$ cat src/rtl/cpu_commit_monitor.sv
`timescale 1ns/1ps
// Commit monitor: a shadow register file, a first-word-fall-through commit trace,
// saturating event counters and a stuck-PC halt detector, all on one clock.
module cpu_commit_monitor #(
  parameter int TRACE_DEPTH = 8,
  parameter int HALT_CYCLES = 16
) (
  input  logic        clk,
  input  logic        rst,
  input  logic        commit_valid,
  input  logic [4:0]  commit_rd,
  input  logic [31:0] commit_wdata,
  input  logic [1:0]  mon_forwardA,
  input  logic [1:0]  mon_forwardB,
  input  logic        mon_stall,
  input  logic        mon_branch_taken,
  input  logic [31:0] mon_pc,
  input  logic [4:0]  rf_raddr,
  output logic [31:0] rf_rdata,
  output logic        trace_valid,
  input  logic        trace_ready,
  output logic [4:0]  trace_rd,
  output logic [31:0] trace_wdata,
  output logic        trace_overflow,
  output logic [31:0] cnt_commit,
  output logic [31:0] cnt_stall,
  output logic [31:0] cnt_branch,
  output logic [31:0] cnt_fwd,
  output logic        halted
);

  localparam int PTR_W  = (TRACE_DEPTH > 1) ? $clog2(TRACE_DEPTH) : 1;
  localparam int CNT_W  = PTR_W + 1;
  localparam int IDLE_W = $clog2(HALT_CYCLES + 1);
  localparam logic [CNT_W-1:0]  FIFO_FULL = CNT_W'(TRACE_DEPTH);
  localparam logic [IDLE_W-1:0] IDLE_MAX  = IDLE_W'(HALT_CYCLES);

  typedef struct packed {
    logic [4:0]  rd;
    logic [31:0] wdata;
  } trace_entry_t;

  function automatic logic [31:0] sat_inc(input logic [31:0] value, input logic en);
    return (en && (value != 32'hFFFF_FFFF)) ? value + 32'd1 : value;
  endfunction

  // ---------------------------------------------------------------------------
  // Shadow register file
  // ---------------------------------------------------------------------------
  logic [31:0] rf_q [32];
  logic        push;

  assign push = commit_valid && (commit_rd != 5'd0);

  always_ff @(posedge clk) begin
    // NOTE: this array is reset entry by entry because software expects a clean
    // architectural state; that keeps it in flops. Storage that is qualified by
    // a pointer/count (the trace FIFO below) is deliberately left unreset.
    if (rst) begin
      for (int i = 0; i < 32; i++) rf_q[i] <= '0;
    end else if (push) begin
      rf_q[commit_rd] <= commit_wdata;
    end
  end

  assign rf_rdata = (rf_raddr == 5'd0) ? 32'd0 : rf_q[rf_raddr];

  // ---------------------------------------------------------------------------
  // Commit trace FIFO (first-word-fall-through)
  // ---------------------------------------------------------------------------
  trace_entry_t     fifo_q [TRACE_DEPTH];
  logic [PTR_W-1:0] wr_ptr_q, rd_ptr_q;
  logic [CNT_W-1:0] count_q;
  logic             full, pop, push_ok, drop;

  assign full        = (count_q == FIFO_FULL);
  assign trace_valid = (count_q != '0);
  assign pop         = trace_valid && trace_ready;
  // A pop in the same cycle frees the slot, so a full FIFO still accepts.
  assign push_ok     = push && (!full || pop);
  assign drop        = push && full && !pop;

  assign trace_rd    = fifo_q[rd_ptr_q].rd;
  assign trace_wdata = fifo_q[rd_ptr_q].wdata;

  always_ff @(posedge clk) begin
    if (!rst && push_ok) fifo_q[wr_ptr_q] <= '{rd: commit_rd, wdata: commit_wdata};
  end

  always_ff @(posedge clk) begin
    // NOTE: sequential state uses non-blocking assignments so every register
    // updates from pre-edge values regardless of statement order.
    if (rst) begin
      wr_ptr_q       <= '0;
      rd_ptr_q       <= '0;
      count_q        <= '0;
      trace_overflow <= 1'b0;
    end else begin
      if (push_ok) wr_ptr_q <= wr_ptr_q + 1'b1;
      if (pop)     rd_ptr_q <= rd_ptr_q + 1'b1;
      case ({push_ok, pop})
        2'b10:   count_q <= count_q + 1'b1;
        2'b01:   count_q <= count_q - 1'b1;
        default: count_q <= count_q;
      endcase
      if (drop) trace_overflow <= 1'b1;
    end
  end

  // ---------------------------------------------------------------------------
  // Saturating event counters
  // ---------------------------------------------------------------------------
  logic [31:0] commit_nxt, stall_nxt, branch_nxt, fwd_nxt;
  logic        fwd_evt;

  assign fwd_evt    = (mon_forwardA != 2'd0) || (mon_forwardB != 2'd0);
  assign commit_nxt = sat_inc(cnt_commit, commit_valid);
  assign stall_nxt  = sat_inc(cnt_stall, mon_stall);
  assign branch_nxt = sat_inc(cnt_branch, mon_branch_taken);
  assign fwd_nxt    = sat_inc(cnt_fwd, fwd_evt);

  always_ff @(posedge clk) begin
    if (rst) begin
      cnt_commit <= '0;
      cnt_stall  <= '0;
      cnt_branch <= '0;
      cnt_fwd    <= '0;
    end else begin
      cnt_commit <= commit_nxt;
      cnt_stall  <= stall_nxt;
      cnt_branch <= branch_nxt;
      cnt_fwd    <= fwd_nxt;
    end
  end

  // ---------------------------------------------------------------------------
  // Halt detector: HALT_CYCLES consecutive unstalled cycles at the same PC
  // ---------------------------------------------------------------------------
  logic [31:0]       prev_pc_q;
  logic              pc_seen_q;
  logic [IDLE_W-1:0] idle_q, idle_nxt;
  logic              qualify;

  assign qualify = pc_seen_q && (mon_pc == prev_pc_q) && !mon_stall;

  always_comb begin
    // NOTE: default assigned first so no path leaves idle_nxt unassigned,
    // which would otherwise infer a latch.
    idle_nxt = '0;
    if (qualify) idle_nxt = (idle_q == IDLE_MAX) ? idle_q : idle_q + 1'b1;
  end

  always_ff @(posedge clk) begin
    if (rst) begin
      prev_pc_q <= '0;
      pc_seen_q <= 1'b0;
      idle_q    <= '0;
      halted    <= 1'b0;
    end else begin
      prev_pc_q <= mon_pc;
      pc_seen_q <= 1'b1;
      idle_q    <= idle_nxt;
      if (qualify && (idle_nxt == IDLE_MAX)) halted <= 1'b1;
    end
  end

endmodule
$ cat config.mk
export PLATFORM = sky130hd
export DESIGN_NAME = cpu_commit_monitor
export DESIGN_NICKNAME = d
export VERILOG_FILES = /design/src/rtl/cpu_commit_monitor.sv
export SDC_FILE = /design/constraint.sdc
export NUM_CORES = 2
export LEC_CHECK = 0
export ABC_AREA = 1
export CAP_MARGIN = 20
export CORE_MARGIN = 2
export CORE_UTILIZATION = 30
export CTS_BUF_LIST = sky130_fd_sc_hd__clkbuf_4
export CTS_CLUSTER_SIZE = 16
export DETAILED_ROUTE_END_ITERATION = 10
export SLEW_MARGIN = 5
export SYNTH_ARGS = -nofsm -noshare
export SYNTH_HDL_FRONTEND = slang
export SYNTH_SLANG_ARGS = --single-unit
$ cat constraint.sdc
create_clock -name clk -period 4.3 [get_ports clk]
set_input_delay 0.645 -clock clk [delete_from_list [all_inputs] [get_ports clk]]
set_output_delay 0.645 -clock clk [all_outputs]
set_load 0.02 [all_outputs]
==> reports/results.ini <==
[cells_and_area]
layout_commonest_cell=nor2_1
regArea_mm2=0.0433
multi_input_area_mm2=0.0194
layout.nets=6926
drive_gt1_share_pct=13.4
area_growth_pct=18.6
fin_cells=9954
mostFrequentLayoutCells=2040 x nor2_1, 1320 x edfxtp_1, 767 x o21ai_0
fillCellCount=21600

[worst_hold_path]
holdCritStartpoint=commit_wdata[0]
hold_depth=1
whs_endpoint=fifo_q[0][0]
worstHoldPathType=in2reg

[worst_setup_path]
crit_required_ns=3.65
start_kind=register
regToRegStartpoint=cnt_commit[1]
arrival_ns=3.43
worstSetupPathType=reg2out
critPathCaptureType=primary output
r2r_cells=10
reg2reg_slack_ns=1.41
r2r-end=cnt_commit[27]
cp_max_fo=25

[clock_tree]
ctsLongestPathBuffers=4
clkLatencyLatePin_ns=1.36
cts.clk_slew.worst_paths_ns=0.07
cts_num_sinks=1501
h-tree-depth=5
cts-root-buf=clkbuf_4
cts_buffers=408
cts_tree=built

[place]
hpwl_mm=122
routabilityCongestion=0.883
dpl.cell_count=9226
port-buffer-count=283

[route]
drt_iter0_markers=4861
routed_via_density=5.10
postRouteAntennaNets=0
wl_mm=202
drc=0
dr.pass1.iters=6
avgRoutedWirePerCell_um=20.3
num_vias=50700

[synthesis]
synthArstFlopShare_pct=0
ys_seq_area_share_pct=66.1
yosysUniqueCellTypes=47
synth-edff-count=1320
yosys_warnings=0
synth_area_per_cell_um2=10.3
ys_ff_latch=1501
syn-cell-area_mm2=0.0654
synth-main-ff-cell=edfxtp_1
synth_cells=6349

[timing]
finalCriticalPeriod_ns=4.07
fin_skew_ns=0.0967
setup_violations=0
finalSetupTns_ns=0
max-slew-margin-rel_pct=24.3
fmax_ghz=0.246
hold_viol_final=0
fin_crit_sh_pct=94.7
tightest_slew_ns=1.14
drv_slew=0

[die]
io_pins=284
core_mm2=0.217
start_util_pct=30.1
die_h_um=471
die-area_mm2=0.222
rows=171
die_x_um=471

[global_routing]
grt_max_degree=134
grt.total_usage_pct=17.6
grt_overflow=0
antenna_found_initial=9
first_global_vias=49900
grt_pass1_wl_mm=303

[power]
total_leakage_power_nw=27.7
ir_drop_uv=256
power.density_mw_per_mm2=435

[status]
status=finished, final reports clean

[flow_run]
maxCapViolCount=0

[report_power, final]
part           switching, W  internal [W]  total [W]
logic               0.00321       0.00156    0.00477
clock network       0.00588       0.00639     0.0123
registers          0.000238        0.0165     0.0167
total               0.00933        0.0245     0.0338
[state kept, by name, indices dropped and copies added, names as in the netlist, named ones only]
signal	flops
pc_seen_q	1
rd_ptr_q	3
idle_q	5
cnt_commit	32
fifo_q	296
count_q	4
cnt_fwd	32
prev_pc_q	32
trace_overflow	1
rf_q	1024
halted	1
wr_ptr_q	3
cnt_stall	32
cnt_branch	32
[layer usage]
| metal | track usage, % | routed length [um] | vias up |
|---|---|---|---|
| met5 | 0 | 73 | - |
| met4 | 7.15 | 7180 | 12 |
| met3 | 4.21 | 16400 | 417 |
| met2 | 29.4 | 97800 | 2161 |
| met1 | 21.8 | 80800 | 24900 |
| li1 | - | - | 23300 |
[worst max-delay path, cell delays in order (launching register included)]
cell,delay [ns]
dfxtp_4,0.51
buf_4,0.19
buf_16,0.17
nor2_1,0.07
o22ai_1,0.27
nor2_1,0.07
a31oi_1,0.22
clkdlybuf4s50_1,0.65
[synthesized netlist by cell type, types with 11 or more instances]
library cell     n  area (um^2)
nand4_1         38          238
o22ai_1        100          626
buf_2          119          596
inv_1          218          818
xnor2_1         15          131
nand2_1        403         1510
nor2_1        2048         7690
a21oi_1        115          576
o21ai_0        767         3840
dfxtp_1        181         3620
ha_1            11          138
buf_1           19         71.3
xor2_1          39          342
edfxtp_1      1320        39600
nor3_1          70          350
nand3_1        154          771
a31oi_1         73          457
clkbuf_1       357         1340
nand2_4         23          259
o221ai_1       193         1690
[cells by family after synthesis]
family                     Yosys count  share of synthesized area [%]
xor gates and xnor gates            54                          0.723
AOI/OAI and AO/OA                 1266                           11.2
other                                1                        0.00573
and+or+nand+nor                   2783                           17.1
DFF                               1501                           66.1
buffers and inverters              732                           4.54
adders and majority gates           12                          0.241
[through the flow]
stage	power, W	setup slack, ns	hold slack, ns	utilization, %	area [um^2]
CTS	0.0340	-0.0932	0.00775	35.7	77400
global placement	0.0215	0.353	0.433	33.1	71900
floorplan	0.0195	1.07	0.412	-	65500
finish	0.0338	0.228	0.147	35.8	77600
global route	0.0353	-0.0169	0.0236	35.8	77600
detailed placement	0.0216	0.375	0.436	33.2	72000
[final cells by class]
class	count	area share [%]
flip-flops and latches	1501	55.8
multi-input cells	4147	25.0
repair buffers	542	7.11
clock buffers	583	5.64
well taps	2854	4.60
inverters	229	1.21
clock inverters	90	0.598
diodes	7	0.0226
repair inverters	1	0.0113
[worst max-delay path by stage]
stage,start,endpoint,cells past startpoint
2_1_floorplan,count_q[1],fifo_q[0][0],8
5_1_grt,register,trace_wdata[25],7
3_5_place_dp,rf_raddr[0],rf_rdata[26],9
4_1_cts,register,trace_wdata[15],7
6_report,register,trace_wdata[31],7
3_3_place_gp,rf_raddr[0],rf_rdata[26],9
[what timing repair did]
item,CTS,global route
hold buffers,36,0
resized for setup,32,10
pin swaps,0,0
hold endpoints to repair,78,0
setup endpoints to repair,37,20
cloned,1,3
buffers inserted,4,2
No activity file was read; power rests on OpenSTA's default activity.
